`src/rtl/game_pkg.sv`:
```
// Shared definitions for the bouncing-ball round sequencer: phase encoding,
// elasticity/difficulty limits and the screen-coordinate type.
package game_pkg;

  typedef enum logic [2:0] {
    IDLE  = 3'd0,
    ARM   = 3'd1,
    SERVE = 3'd2,
    PLAY  = 3'd3,
    MISS  = 3'd4,
    OVER  = 3'd5
  } state_e;

  localparam logic [1:0] K_START   = 2'd3;
  localparam logic [1:0] MAX_LEVEL = 2'd3;

  typedef logic [8:0] coord_t;

endpackage

```
`src/rtl/tick_rise_detect.sv`:
```
// One-tick rising-edge pulse on a level input, sampled on the physics tick.
module tick_rise_detect (
  input  logic clk_out,
  input  logic reset,
  input  logic i_d,
  output logic o_rise
);

  logic r_prev;

  always_ff @(posedge clk_out or negedge reset) begin
    if (!reset) r_prev <= 1'b0;
    else        r_prev <= i_d;
  end

  assign o_rise = i_d & ~r_prev;

endmodule

```
`src/rtl/game_round_sequencer.sv`:
```
// Round controller for the bouncing-ball game: serve/play/miss/game-over phases,
// score, lives and difficulty. Optional high-score tracking under HIGH_SCORE_EN.
module game_round_sequencer
  import game_pkg::*;
#(
  parameter int         LIVES_INIT = 3,
  parameter int         SCORE_W    = 10,
  parameter int         LEVEL_STEP = 5,
  parameter logic [1:0] K_START    = game_pkg::K_START,
  parameter int         HOME_Y     = 20,
  parameter int         ARM_TICKS  = 4,
  parameter int         MISS_TICKS = 55
) (
  input  logic               clk_out,
  input  logic               reset,
  input  logic               start_btn,
  input  logic               catch_evt,
  input  logic               over_flag,
  output logic               ball_release_n,
  output logic [1:0]         k_sel,
  output logic [8:0]         home,
  output logic [SCORE_W-1:0] score,
  output logic [2:0]         lives,
  output logic [1:0]         level,
  output logic [2:0]         phase,
`ifdef HIGH_SCORE_EN
  output logic [SCORE_W-1:0] hi_score,
  output logic               new_record,
`endif
  output logic               game_over
);

  localparam int CNT_MAX = (MISS_TICKS > ARM_TICKS) ? MISS_TICKS : ARM_TICKS;
  localparam int CNT_W   = $clog2(CNT_MAX + 1);
  localparam int STEP_W  = $clog2(LEVEL_STEP + 1);

  state_e             r_state, w_next;
  logic [CNT_W-1:0]   r_cnt;
  logic [STEP_W-1:0]  r_step;
  logic [SCORE_W-1:0] r_score;
  logic [2:0]         r_lives;
  logic [1:0]         r_level;
  logic [1:0]         r_k_sel;

  // bit 0: start_btn, bit 1: catch_evt
  logic [1:0] w_src, w_rise;
  logic       w_start_rise, w_catch_rise, w_catch_ok, w_restart;

  assign w_src = {catch_evt, start_btn};

  for (genvar g = 0; g < 2; g++) begin : g_rise
    tick_rise_detect u_rise (
      .clk_out (clk_out),
      .reset   (reset),
      .i_d     (w_src[g]),
      .o_rise  (w_rise[g])
    );
  end

  assign w_start_rise = w_rise[0];
  assign w_catch_rise = w_rise[1];

  always_ff @(posedge clk_out or negedge reset) begin
    if (!reset) r_state <= IDLE;
    else        r_state <= w_next;
  end

  always_comb begin
    w_next = r_state;
    case (r_state)
      IDLE:  if (w_start_rise) w_next = ARM;
      ARM:   if (r_cnt == CNT_W'(ARM_TICKS - 1)) w_next = SERVE;
      SERVE: w_next = PLAY;
      PLAY:  if (over_flag) w_next = MISS;
      // lives were already decremented on the way in
      MISS: begin
        if (r_lives == 3'd0)                       w_next = OVER;
        else if (r_cnt == CNT_W'(MISS_TICKS - 1))  w_next = ARM;
      end
      OVER:  if (w_start_rise) w_next = ARM;
      default: w_next = IDLE;
    endcase
  end

  always_comb begin
    ball_release_n = 1'b0;
    game_over      = 1'b0;
    phase          = r_state;
    if (r_state == SERVE || r_state == PLAY) ball_release_n = 1'b1;
    if (r_state == OVER)                     game_over      = 1'b1;
  end

  // Tick counter restarts on every phase change, so ARM and MISS each count from 0.
  always_ff @(posedge clk_out or negedge reset) begin
    if (!reset)                                   r_cnt <= '0;
    else if (w_next != r_state)                   r_cnt <= '0;
    else if (r_state == ARM || r_state == MISS)   r_cnt <= r_cnt + 1'b1;
  end

  // A miss in the same tick as a catch wins; that catch is dropped.
  assign w_catch_ok = (r_state == PLAY) && w_catch_rise && !over_flag;
  assign w_restart  = (r_state == OVER) && w_start_rise;

  always_ff @(posedge clk_out or negedge reset) begin
    if (!reset) begin
      r_score <= '0;
      r_lives <= 3'(LIVES_INIT);
      r_level <= '0;
      r_k_sel <= K_START;
      r_step  <= '0;
    end else if (w_restart) begin
      r_score <= '0;
      r_lives <= 3'(LIVES_INIT);
      r_level <= '0;
      r_k_sel <= K_START;
      r_step  <= '0;
    end else begin
      if (r_state == PLAY && over_flag && r_lives != 3'd0)
        r_lives <= r_lives - 3'd1;
      if (w_catch_ok) begin
        if (r_score != '1) r_score <= r_score + 1'b1;
        if (r_step == STEP_W'(LEVEL_STEP - 1)) begin
          r_step <= '0;
          if (r_level != MAX_LEVEL) r_level <= r_level + 2'd1;
          if (r_k_sel != 2'd0)      r_k_sel <= r_k_sel - 2'd1;
        end else begin
          r_step <= r_step + 1'b1;
        end
      end
    end
  end

  assign k_sel = r_k_sel;
  assign score = r_score;
  assign lives = r_lives;
  assign level = r_level;
  assign home  = coord_t'(HOME_Y);

`ifdef HIGH_SCORE_EN
  logic [SCORE_W-1:0] r_hi_score;
  logic               r_new_record;

  always_ff @(posedge clk_out or negedge reset) begin
    if (!reset) begin
      r_hi_score   <= '0;
      r_new_record <= 1'b0;
    end else begin
      r_new_record <= 1'b0;
      if (w_next == OVER && r_state != OVER && r_score > r_hi_score) begin
        r_hi_score   <= r_score;
        r_new_record <= 1'b1;
      end
    end
  end

  assign hi_score   = r_hi_score;
  assign new_record = r_new_record;
`endif

endmodule

```
`config.mk`:
```
export PLATFORM = sky130hd
export DESIGN_NAME = game_round_sequencer
export DESIGN_NICKNAME = d
export VERILOG_FILES = /design/src/rtl/game_pkg.sv /design/src/rtl/tick_rise_detect.sv /design/src/rtl/game_round_sequencer.sv
export SDC_FILE = /design/constraint.sdc
export NUM_CORES = 1
export LEC_CHECK = 0
export ABC_AREA = 1
export BUFFER_PORTS_ARGS = -buffer_cell sky130_fd_sc_hd__clkbuf_2
export CORE_MARGIN = 2
export CORE_UTILIZATION = 55
export DETAILED_ROUTE_END_ITERATION = 16
export GPL_ROUTABILITY_DRIVEN = 0
export PLACE_DENSITY = 0.79
export SYNTH_ARGS = -nofsm -noshare
export SYNTH_HDL_FRONTEND = slang
export SYNTH_HIERARCHICAL = 1
export SYNTH_SLANG_ARGS = --single-unit
```
`constraint.sdc`:
```
create_clock -name clk_out -period 2 [get_ports clk_out]
set_input_delay 0.2 -clock clk_out [delete_from_list [all_inputs] [get_ports clk_out]]
set_output_delay 0.2 -clock clk_out [all_outputs]
set_load 0.01 [all_outputs]
```
* Word-level counts from Yosys, hierarchy flattened
Cells that the tools add are included.
** Storage, ports and cells
- Memories :: 0
- Word-level logic and storage cells :: 79
- Memory bits (writable) :: 0
- Input port bits :: 5
- Flip-flop bits (word level) :: 31
- Latch bits :: 0
- Output and inout port bits :: 31
- Bits in read-only memories :: 0
** Operators by class
- Shift-type cells :: 0
- Divide/modulo/power cells :: 0
- Add/sub/neg operators :: 6
- Reductions and logical operators :: 23
- Muxes and demuxes :: 26
- Multipliers :: 0
- Equality and inequality tests :: 11
- $lt $le $gt $ge :: 0
- Bitwise logic cells :: 4
** Operator list (count)
- 10-bit two-way mux :: 3
- 3-bit two-way mux :: 10
- 2-bit two-way mux :: 8
- 2-bit nonzero test :: 8
- 3-bit case mux with 5 select lines :: 1
- 6-bit two-way mux :: 2
- 10-bit by 1-bit adder with 10-bit output (second input constant) :: 1
- 10-bit != test (second input constant) :: 1
- 3-bit == test (second input constant) :: 3
- 6-bit by 1-bit adder with 6-bit output (second input constant) :: 1
- 3-bit by 2-bit == test with 1-bit output (second input constant) :: 2
- 6-bit by 2-bit == test with 1-bit output (second input constant) :: 1
- 6-bit == test (second input constant) :: 1
- 3-bit zero test :: 2
- 3-bit AND reduction :: 2
- 1-bit logical AND :: 5
- 3-bit by 1-bit adder with 3-bit output (second input constant) :: 1
- 3-bit by 1-bit == test with 1-bit output (second input constant) :: 1
- 3-bit != test :: 1
- 3-bit nonzero test :: 1
- 3-bit by 1-bit subtractor with 3-bit output (second input constant) :: 1
- 2-bit by 1-bit adder with 2-bit output (second input constant) :: 1
- 1-bit AND :: 2
- 1-bit logical OR :: 2
- other kinds (7) :: 9

* Logic depth before layout (Yosys ltp)
Gate-level depths: netlist (run 1).
- Word-level depth :: 6
- Mapped depth :: 11

* Modules after synthesis
The synthesis (run 1) kept the hierarchy.
** Modules (own cells, without submodules)
- game_round_sequencer :: cells each 232, sequential area each 730.7 µm², times used 1, area an instance 1839.3 µm²
- tick_rise_detect :: cells each 3, sequential area each 25.0 µm², times used 2, area an instance 35.0 µm²

* Worst setup path before layout (run 1)
No wires, ideal clock.
- Kind :: register -> register
- Start point :: reg r_score[0], in the netlist score[0]
- End point :: reg r_score[6], in the netlist score[6]
- Buffers on the path :: 1
- Path slack :: 0.498 ns
- Required time :: 1.924 ns
- Period minus slack after synthesis :: 1.502 ns
- Arrival :: 1.426 ns
- Library setup time :: 0.076 ns
- Cell stages (with the launch flop) :: 9
- Cells stage by stage :: dfrtp_1 -> ha_1 -> nand2_1 -> nor3_4 -> nand3_2 -> nand2_4 -> buf_6 -> nand2_1 -> o21ai_1
** On the way
- Word-level cells in the longest chain between the ends :: 4
- Elaborated cells between the ends (all ways) :: 7
- Those cells by class :: 1 x add/sub; 1 x eq/ne; 3 x mux; 2 x reduce/logical
** Ends and longest elaborated chain
- start, declared :: RTL line game_round_sequencer.sv:40 : logic [SCORE_W-1:0] r_score;
- start signal, assigned :: RTL line game_round_sequencer.sv:121 : if (r_score != '1) r_score <= r_score + 1'b1;
- 10-bit by 1-bit adder with 10-bit output :: RTL line game_round_sequencer.sv:121
- 10-bit two-way mux :: RTL line game_round_sequencer.sv:121
- 10-bit two-way mux :: RTL line game_round_sequencer.sv:120 : if (w_catch_ok) begin
- 10-bit two-way mux :: RTL line game_round_sequencer.sv:111 : end else if (w_restart) begin
Several ways; a longest one is shown, not always the timed one. The select of a mux whose other input is x is not followed.
A chain may end at the register's enable or synchronous reset.

* Final worst setup path (run 1)
- Start point :: reg r_state[1], in the netlist phase[1]
- End point :: reg r_score[2], in the netlist score[2]
** On the way
- Word-level cells in the longest chain between the ends :: 5
- Elaborated cells between the ends (all ways) :: 9
- Those cells by class :: 2 x eq/ne; 1 x mux; 6 x reduce/logical
** Ends and longest elaborated chain
- start, declared :: RTL line game_round_sequencer.sv:37 : state_e r_state, w_next;
- start signal, assigned :: RTL line game_round_sequencer.sv:65 : else r_state <= w_next;
- 3-bit by 2-bit == test with 1-bit output :: RTL line game_round_sequencer.sv:101 : assign w_catch_ok = (r_state == PLAY) && w_catch_rise && !over_flag;
- 1-bit logical AND (2 in series) :: RTL line game_round_sequencer.sv:101
- 2-bit nonzero test (no source line)
- 2-bit AND reduction (no source line)
Several ways; a longest one is shown, not always the timed one.

==> results of run 1 <==
## report_power, final
group / internal (W) / switching [W] / total (W)
clock network: 0.000137 / 0.000210 / 0.000347
logic: 0.000363 / 0.000641 / 0.00100
registers: 0.000802 / 0.000137 / 0.000939
## metrics by stage
step	total power, W	instance area (um2)	cells
final	0.00229	2110	317
after global routing	0.00253	2110	317
after CTS	0.00231	2110	317
after detailed placement	0.00194	2030	306
after global placement	0.00193	2030	306
after floorplan	0.00168	1940	245
## kinds of logic (layout without fill, tap and decap cells)
family	count (synthesis)	after routing
XOR/XNOR	8	8
buffers and inverters	42	68
AND/OR/NAND/NOR	110	110
flip-flops	31	31
adder cells (fa/ha/maj)	9	9
AO/OA/AOI/OAI	36	36
other	2	9
## metal layers
layer	up-vias	GRT usage [%]	wire length [um]
met1	684	25.1	1610
met2	41	30.1	1530
li1	811	-	-
met3	5	6.31	200
met4	0	7.50	56
met5	-	0	0
## sequential cells by signal (all words and copies together), names as in the netlist
| signal | flops |
|---|---|
| level | 2 |
| g_rise.u_rise/r_prev | 2 |
| lives | 3 |
| r_cnt | 6 |
| score | 10 |
| phase | 3 |
| k_sel | 2 |
| r_step | 3 |
## worst reg2reg max path, stage by stage, from the launching register on
cell and delay, ns:
dfrtp_1 0.40, inv_1 0.15, nand3_2 0.11, inv_2 0.07, nand2_2 0.14, nand2_4 0.20
nand2_4 0.15, o21ai_0 0.19, nor2_1 0.07
## what timing repair did
item	in CTS	in global routing
endpoints found under the hold margin	29	0
setup buffers	0	0
gates resized for setup	0	0
hold buffers	3	0
## worst max-delay path by stage
stage / start / endpoint / slack (ns)
final: phase[1]$_DFF_PN0_ / score[2]$_DFFE_PN0P_ / 0.42
after global routing: phase[0]$_DFF_PN0_ / score[2]$_DFFE_PN0P_ / 0.22
after CTS: phase[1]$_DFF_PN0_ / score[2]$_DFFE_PN0P_ / 0.42
after detailed placement: phase[1]$_DFF_PN0_ / score[2]$_DFFE_PN0P_ / 0.43
after global placement: phase[1]$_DFF_PN0_ / score[2]$_DFFE_PN0P_ / 0.47
after floorplan: score[0]$_DFFE_PN0P_ / score[6]$_DFFE_PN0P_ / 0.50
## cells in the final DEF, fill, tap and decap left out
| cell type | instances |
|---|---|
| inv_1 | 28 |
| nand3_2 | 2 |
| nor3_2 | 1 |
| inv_2 | 1 |
| nor2_1 | 20 |
| conb_1 | 9 |
| clkbuf_2 | 26 |
| a21boi_1 | 1 |
| dfrtp_1 | 27 |
| o21ai_1 | 9 |
| buf_4 | 2 |
| xnor2_1 | 1 |
| clkinv_2 | 1 |
| o21ai_0 | 15 |
| nand2_1 | 48 |
| nand2_2 | 4 |
| or2_2 | 1 |
| clkbuf_1 | 2 |
| a31oi_1 | 1 |
| dlygate4sd3_1 | 3 |
| dfstp_2 | 4 |
| nor3_1 | 5 |
| ha_1 | 9 |
| nand2_4 | 3 |
| xor2_1 | 7 |
| nor3_4 | 1 |
| clkbuf_4 | 5 |
| nor2_2 | 2 |
| o21ai_2 | 3 |
| nand3_1 | 19 |
| a21oi_1 | 7 |
| nand4_1 | 4 |
## final cells by class
cell class / count / share of cell area [%]
timing repair buffer: 31 / 8.31
clock buffer: 7 / 2.14
multi-input combinational: 172 / 44.4
clock inverter: 1 / 0.237
inverter: 29 / 5.16
sequential: 31 / 37.0
tap: 46 / 2.73
==> flow_summary.yaml, run 1 <==
grt:
  grt_antenna_before_repair: 0
  grt_overflow: 0
  grt_max_degree: 32
  gr-usage-all-layers_pct: 19.4
  grt_pass1_vias: 1366
  grt_pass1_wl_um: 6020
synth:
  synth-edff-count: 0
  synthTopCellsByArea: "dfrtp_1 35%, nand2_1 9.4%, ha_1 5.9%"
  synth_ff_type: "dfrtp_1"
  synth_xor_area_share_pct: 3.67
  synthSimpleGateAreaFrac_pct: 27.5
  synth_top_area_share_pct: 35.4
  synth_fa_ha_area_share_pct: 5.90
  synth_top_family_by_area: "simple AND/OR/NAND/NOR gates"
  yosysTopAreaCell: "dfrtp_1"
  ys.warnings.count: 6
  yosys.cell_count.top_type: "nand2_1"
  synth_common_cells: "48 x nand2_1, 28 x inv_1, 27 x dfrtp_1"
  syn_avg_cell_area_um2: 8.02
  synth_compound_area_share_pct: 10.2
  ys_seq_area_share_pct: 40.9
  ys_types: 30
  syn_inst: 238
  synthMuxAreaShare_pct: 0
  syn_area_mm2: 0.00191
  synth_seq_cells: 31
  synthArstFlopShare_pct: 100
routing:
  ant_nets: 0
  viasPerCell: 4.86
  wl_per_cell_um: 10.7
  drc: 0
  routed-via-count: 1541
  dr.pass1.iters: 4
  routed_wl_um: 3390
  drt_iter0_markers: 88
critical_path:
  r2r-end: "score[2]$_DFFE_PN0P_"
  critical_path.most_common_cell: "nand2_4"
  rr_worst_depth: 8
  critPathRequiredTime_ns: 2.23
  crit_slowest_cell: "dfrtp_1"
  critPathKind: "register to register"
  critPathMaxStageDelay_ns: 0.40
  crit_cells: 8
  cp.arrival_ns: 1.81
  endpoint_kind: "register"
  worst-path-buf-inv: 2
  cp_max_fo: 18
  crit_family: "simple AND/OR/NAND/NOR gates"
  rrSetupSlack_ns: 0.42
  r2r-start: "phase[1]$_DFF_PN0_"
  crit_chain: "inv_1 -> nand3_2 -> inv_2 -> nand2_2 -> nand2_4 -> nand2_4 -> o21ai_0 -> nor2_1"
  cp-start-kind: "register"
timing:
  period_share_pct: 78.9
  setup_ws_ns: 0.422
  slew_violations: 0
  rsz0062_at_grt: "no"
  finalHoldViolCount: 0
  whs_ns: 0.230
  fin_skew_ns: 0.0128
  fmax_ghz: 0.634
  setup_viol: 0
  fin_tns_setup_ns: 0
  slew_headroom_pct: 50.4
  tightest_slew_ns: 0.744
  final.min_clock_period_ns: 1.58
clock_tree:
  root_buffer: "clkbuf_4"
  numCtsBuffers: 5
  cts_tree: "done"
  clock-sinks: 31
  clk_pin_slew_worst_paths_ns: 0.10
  clock_latency_ns: 0.34
  cts_buffer_depth: 2
  h-tree-depth: 2
finish:
  n_fill_cell: 312
  multi_input_area_um2: 936
  register_area_um2: 781
  final_util_pct: 63.2
  drive_above_1_share_pct: 20.7
  syn_to_final_growth_pct: 10.4
  antenna_cells: 0
  final_nets: 284
pwr:
  p_leak_nw: 1.08
  power_density_mw_per_mm2: 1090
  vdd_ir_drop_max_v: 0.000863
floorplan:
  coreArea_mm2: 0.00334
  die_area_mm2: 0.00396
  initial_utilization_pct: 57.2
  rows: 21
  die_h_um: 62.9
  die_w_um: 62.9
  ios: 36
placement:
  port_buffers: 26
  place_hpwl_um: 2450
  pre_cts_ws_ns: 0.432
status:
  status: "completed"
worst_hold_path:
  hold_path_end: "phase[1]$_DFF_PN0_"
  holdCritPathClass: "input pin to register"
  worstHoldStart: "over_flag"
  hold_depth: 4
job:
  maxCapViolCount: 0
Note: power is estimated with default switching activity, not from simulation.
==> inputs of run 2 (changes only) <==
--- a/config.mk
+++ b/config.mk
@@ -8,10 +8,10 @@
 export ABC_AREA = 1
 export BUFFER_PORTS_ARGS = -buffer_cell sky130_fd_sc_hd__clkbuf_2
 export CORE_MARGIN = 2
-export CORE_UTILIZATION = 55
+export CORE_UTILIZATION = 50
 export DETAILED_ROUTE_END_ITERATION = 16
 export GPL_ROUTABILITY_DRIVEN = 0
-export PLACE_DENSITY = 0.79
+export PLACE_DENSITY = 0.76
 export SYNTH_ARGS = -nofsm -noshare
 export SYNTH_HDL_FRONTEND = slang
 export SYNTH_HIERARCHICAL = 1
==> constraint.sdc (replaced) <==
create_clock -name clk_out -period 1.3 [get_ports clk_out]
set_input_delay 0.13 -clock clk_out [delete_from_list [all_inputs] [get_ports clk_out]]
set_output_delay 0.13 -clock clk_out [all_outputs]
set_load 0.01 [all_outputs]
==> flow_summary.yaml, run 2 (synthesis gave the netlist of run 1 again) <==
clock_tree:
  clock-sinks: 31
  cts_tree: "done"
  clock_latency_ns: 0.28
  clk_pin_slew_worst_paths_ns: 0.07
  cts_buffer_depth: 2
  root_buffer: "clkbuf_8"
  numCtsBuffers: 5
  h-tree-depth: 2
timing:
  fmax_ghz: 0.661
  fin_tns_setup_ns: -3.14
  setup_viol: 26
  setup_ws_ns: -0.212
  final.min_clock_period_ns: 1.51
  period_share_pct: 116
  whs_ns: 0.303
  finalHoldViolCount: 0
  fin_skew_ns: 0.00674
  rsz0062_at_grt: "yes"
  slew_violations: 0
worst_hold_path:
  worstHoldStart: "over_flag"
  hold_path_end: "lives[1]$_DFFE_PN1P_"
  holdCritPathClass: "input pin to register"
  hold_depth: 5
routing:
  drc: 0
  wl_per_cell_um: 15.0
  dr.pass1.iters: 4
  routed-via-count: 1993
  ant_nets: 0
  viasPerCell: 5.22
  routed_wl_um: 5730
  drt_iter0_markers: 131
finish:
  final_cell_mix: "52 x buf_4, 38 x nand2_1, 24 x clkbuf_2"
  syn_to_final_growth_pct: 60.2
  stdcell_area_mm2: 0.00306
  antenna_cells: 0
  drive_above_1_share_pct: 52.4
  final_common_cell: "buf_4"
  final_nets: 347
  largest_register_ffs: 10
grt:
  grt_antenna_before_repair: 0
  grt_overflow: 0
  gr-usage-all-layers_pct: 26.6
  grt_pass1_vias: 1945
  grt_pass1_wl_um: 8680
  grt_max_degree: 32
job:
  maxCapViolCount: 0
floorplan:
  rows: 22
  ios: 36
  initial_utilization_pct: 52.2
  coreArea_mm2: 0.00366
  die_area_mm2: 0.00433
  die_w_um: 65.8
  die_h_um: 65.8
critical_path:
  r2r-start: "lives[1]$_DFFE_PN1P_"
  critPathRequiredTime_ns: 1.52
  critPathKind: "register to register"
  cp-start-kind: "register"
  endpoint_kind: "register"
  cp_max_fo: 6
  rrSetupSlack_ns: -0.21
  r2r-end: "r_cnt[2]$_DFFE_PN0P_"
  rr_worst_depth: 9
  cp.arrival_ns: 1.73
placement:
  port_buffers: 26
  dpl_cell_area_mm2: 0.00240
  place_hpwl_um: 3250
pwr:
  power_density_mw_per_mm2: 1710
  p_leak_nw: 1.47
  vdd_ir_drop_max_v: 0.00127
status:
  violations: "negative setup slack"
  status: "finished, violations left"
-- run 2: area by class of cell --
type,count,area [um2]
Multi-Input combinational cell,176,1320
Tap cell,48,60.1
Timing Repair Buffer,90,702
Clock buffer,8,80.1
Inverter,29,114
Sequential cell,31,787
Fill cell,197,603
-- run 2: per-layer routing --
layer	share of wire [%]	GRT usage [%]
met1	40	30.9
met2	51	46.0
met3	5.9	6.30
met4	3.1	12.5
met5	0	0
-- run 2: worst max path at each step --
stage / startpoint / endpoint / slack, ns / cells past startpoint
detailed placement: lives[0]$_DFFE_PN1P_ / r_cnt[5]$_DFFE_PN0P_ / -0.16 / 9
global placement: lives[1]$_DFFE_PN1P_ / r_cnt[3]$_DFFE_PN0P_ / -0.11 / 9
CTS: lives[0]$_DFFE_PN1P_ / r_cnt[5]$_DFFE_PN0P_ / -0.14 / 9
finish: lives[1]$_DFFE_PN1P_ / r_cnt[2]$_DFFE_PN0P_ / -0.21 / 9
floorplan: phase[1]$_DFF_PN0_ / score[6]$_DFFE_PN0P_ / -0.08 / 10
global route: phase[0]$_DFF_PN0_ / r_cnt[2]$_DFFE_PN0P_ / -0.30 / 8
-- run 2: metrics by stage --
stage / power, W / setup WS, ns / std cells / util, %
after floorplan: 0.00271 / -0.0849 / 245 / -
after global placement: 0.00353 / -0.113 / 349 / 65.7
after detailed placement: 0.00362 / -0.163 / 349 / 65.7
after CTS: 0.00472 / -0.144 / 373 / 75.7
after global routing: 0.00559 / -0.301 / 382 / 83.5
final: 0.00523 / -0.212 / 382 / 83.5
-- run 2: power breakdown --
group          switching (W)  internal (W)
Combinational        0.00164       0.00135
Sequential          0.000257       0.00125
Clock               0.000352      0.000380
Total                0.00225       0.00298
-- run 2: repair_timing --
action | 4_1_cts | 5_1_grt
buffers inserted | 8 | 9
pin swaps | 14 | 16
gates resized for setup | 37 | 53
gates cloned | 5 | 0
hold buffers | 3 | 0
hold endpoints to repair | 29 | 0
setup endpoints to repair | 24 | 30
-- run 2: critical path: stages (launching register included) --
cell,delay (ns)
dfstp_2,0.54
inv_2,0.05
ha_4,0.15
a21oi_2,0.10
o21ai_1,0.08
nand2_1,0.09
nand3_2,0.11
nand2_2,0.11
nand2_4,0.09
nor2_1,0.11
==> inputs of run 3 (changes only) <==
--- a/config.mk
+++ b/config.mk
@@ -14,5 +14,4 @@
 export PLACE_DENSITY = 0.76
 export SYNTH_ARGS = -nofsm -noshare
 export SYNTH_HDL_FRONTEND = slang
-export SYNTH_HIERARCHICAL = 1
 export SYNTH_SLANG_ARGS = --single-unit
==> flow_summary.yaml, run 3 <==
synth:
  ys_types: 32
  ys_seq_area_share_pct: 39.7
  synth_seq_cells: 31
  yosys.cell_count.top_type: "nand2_1"
  synth-edff-count: 0
  yosysTopAreaCell: "dfrtp_1"
  synth_ff_type: "dfrtp_1"
  syn_area_mm2: 0.00196
  synthTopCellsByArea: "dfrtp_1 34%, nand2_1 11%, ha_1 5.7%"
  synth_top_area_share_pct: 34.4
  synthArstFlopShare_pct: 100
  synth_common_cells: "59 x nand2_1, 27 x dfrtp_1, 27 x inv_1"
  syn_inst: 246
  ys.warnings.count: 0
  syn_avg_cell_area_um2: 7.99
routing:
  drt_iter0_markers: 57
  dr.pass1.iters: 4
  drc: 0
  routed_wl_um: 4880
  ant_nets: 0
  routed-via-count: 1874
  wl_per_cell_um: 13.1
  viasPerCell: 5.01
timing:
  whs_ns: 0.181
  period_share_pct: 113
  final.min_clock_period_ns: 1.47
  finalHoldViolCount: 0
  fin_tns_setup_ns: -2.20
  fin_skew_ns: 0.00769
  setup_ws_ns: -0.173
  rsz0062_at_grt: "yes"
  slew_violations: 0
  fmax_ghz: 0.679
  setup_viol: 25
placement:
  place_hpwl_um: 3270
  pre_cts_ws_ns: -0.137
  dp_cells: 354
  port_buffers: 26
clock_tree:
  clk_pin_slew_worst_paths_ns: 0.07
  cts_tree: "done"
  numCtsBuffers: 5
  root_buffer: "clkbuf_8"
  h-tree-depth: 2
  clock-sinks: 31
  clock_latency_ns: 0.28
  cts_buffer_depth: 2
finish:
  drive_above_1_share_pct: 52.5
  antenna_cells: 0
  final_common_cell: "nand2_1"
  largest_register_ffs: 10
  n_fill_cell: 268
  final_cell_mix: "38 x nand2_1, 36 x buf_4, 24 x dfrtp_1, 24 x clkbuf_2, 20 x inv_1"
  final_nets: 339
  syn_to_final_growth_pct: 51.0
  final_util_pct: 79.8
  stdcell_count: 374
critical_path:
  cp_max_fo: 2
  critical_path.most_common_cell: "nand2_1"
  worst-path-buf-inv: 3
  critPathKind: "register to register"
  critPathRequiredTime_ns: 1.48
  crit_family: "flip-flops"
  crit_slowest_cell: "dfstp_2"
  cp-start-kind: "register"
  endpoint_kind: "register"
  crit_chain: "inv_2 -> ha_4 -> a21oi_2 -> nand2_1 -> nand2_1 -> nand3_2 -> buf_4 -> buf_6"
  critPathMaxStageDelay_ns: 0.54
  cp.arrival_ns: 1.65
floorplan:
  rows: 22
  coreArea_mm2: 0.00372
  initial_utilization_pct: 52.9
  die_w_um: 66.7
  die_h_um: 66.7
  ios: 36
  die_area_mm2: 0.00445
status:
  violations: "negative setup slack"
  status: "finished, violations left"
grt:
  grt_overflow: 0
  grt_max_degree: 32
  grt_pass1_vias: 1774
  grt_pass1_wl_um: 7680
  gr-usage-all-layers_pct: 22.9
  grt_antenna_before_repair: 0
pwr:
  power_density_mw_per_mm2: 1740
  vdd_ir_drop_max_v: 0.00135
  p_leak_nw: 1.43
worst_hold_path:
  holdCritPathClass: "input pin to register"
job:
  maxCapViolCount: 0
[run 3: cell types whose count changed after synthesis, moves of 2 or more]
cell     change
nand2_1     +11
o21ai_1      -8
nand2_4      -3
o21ai_2      +3
a21oi_1      +2
nand3_1      -2
nor2_1       +2
o21ai_4      +2
[run 3: layout make-up]
class | count | area (um2) | share of cell area [%]
Timing Repair Buffer | 77 | 596 | 20.1
Multi-Input combinational cell | 180 | 1320 | 44.5
Inverter | 30 | 125 | 4.22
Sequential cell | 31 | 785 | 26.5
Tap cell | 48 | 60.1 | 2.03
Clock inverter | 1 | 5.00 | 0.169
Clock buffer | 7 | 76.3 | 2.57
[run 3: metrics by stage]
| step | cell area, um2 | total power (W) |
|---|---|---|
| floorplan | 2030 | 0.00271 |
| global placement | 2440 | 0.00352 |
| detailed placement | 2440 | 0.00360 |
| CTS | 2690 | 0.00460 |
| global route | 2970 | 0.00553 |
| finish | 2970 | 0.00515 |
[run 3: timing repair]
item                       CTS  global route
resized for setup           34            68
hold buffers                 3             0
setup endpoints to repair   25            29
setup buffers                6             5
hold endpoints to repair    29             0
pin swaps                   19            16
[run 3: path summary, 6_finish.rpt]
path | from | cells past startpoint | slack, ns | to
setup / recovery | lives[0]$_DFFE_PN1P_ | 8 | -0.17 | phase[0]$_DFF_PN0_
setup reg to reg | lives[0]$_DFFE_PN1P_ | 8 | -0.17 | phase[0]$_DFF_PN0_
hold / removal | over_flag | 4 | 0.18 | phase[1]$_DFF_PN0_
min in group asynchronous | reset | 3 | 0.40 | phase[1]$_DFF_PN0_
max in group asynchronous | reset | 3 | 0.56 | k_sel[0]$_DFFE_PN1P_
hold reg to reg | k_sel[0]$_DFFE_PN1P_ | 2 | 0.49 | k_sel[0]$_DFFE_PN1P_
[run 3: cells by family (layout without fill, tap and decap cells)]
group / Yosys count / in the layout / share of synthesized area (%)
adder cells (fa/ha/maj): 9 / 9 / 5.73
buffers and inverters: 42 / 115 / 11.1
multiplexers: 1 / 1 / 0.510
flip-flops: 31 / 31 / 39.7
XOR/XNOR: 8 / 8 / 3.57
AND/OR/NAND/NOR: 118 / 118 / 27.5
AO/OA/AOI/OAI: 35 / 35 / 11.5
other: 2 / 9 / 0.382
[run 3: where the power goes]
part           switching [W]  leakage, nW  internal, W
combinational        0.00158        0.996      0.00138
sequential          0.000216        0.391      0.00126
clock               0.000339       0.0422     0.000375
total                0.00214         1.43      0.00302
[run 3: routing by layer]
layer / share of wire (%) / vias to the layer above / global-route usage (%)
met5: 0 / - / 0
met3: 4.1 / 14 / 4.90
met2: 56 / 53 / 42.3
met1: 38 / 875 / 26.5
met4: 2.4 / 0 / 6.12
li1: - / 932 / -
[run 3: tightest hold or removal path, stage by stage]
cell,delay [ns]
clkbuf_2,0.09
a21oi_1,0.08
inv_1,0.07
nand2_1,0.06
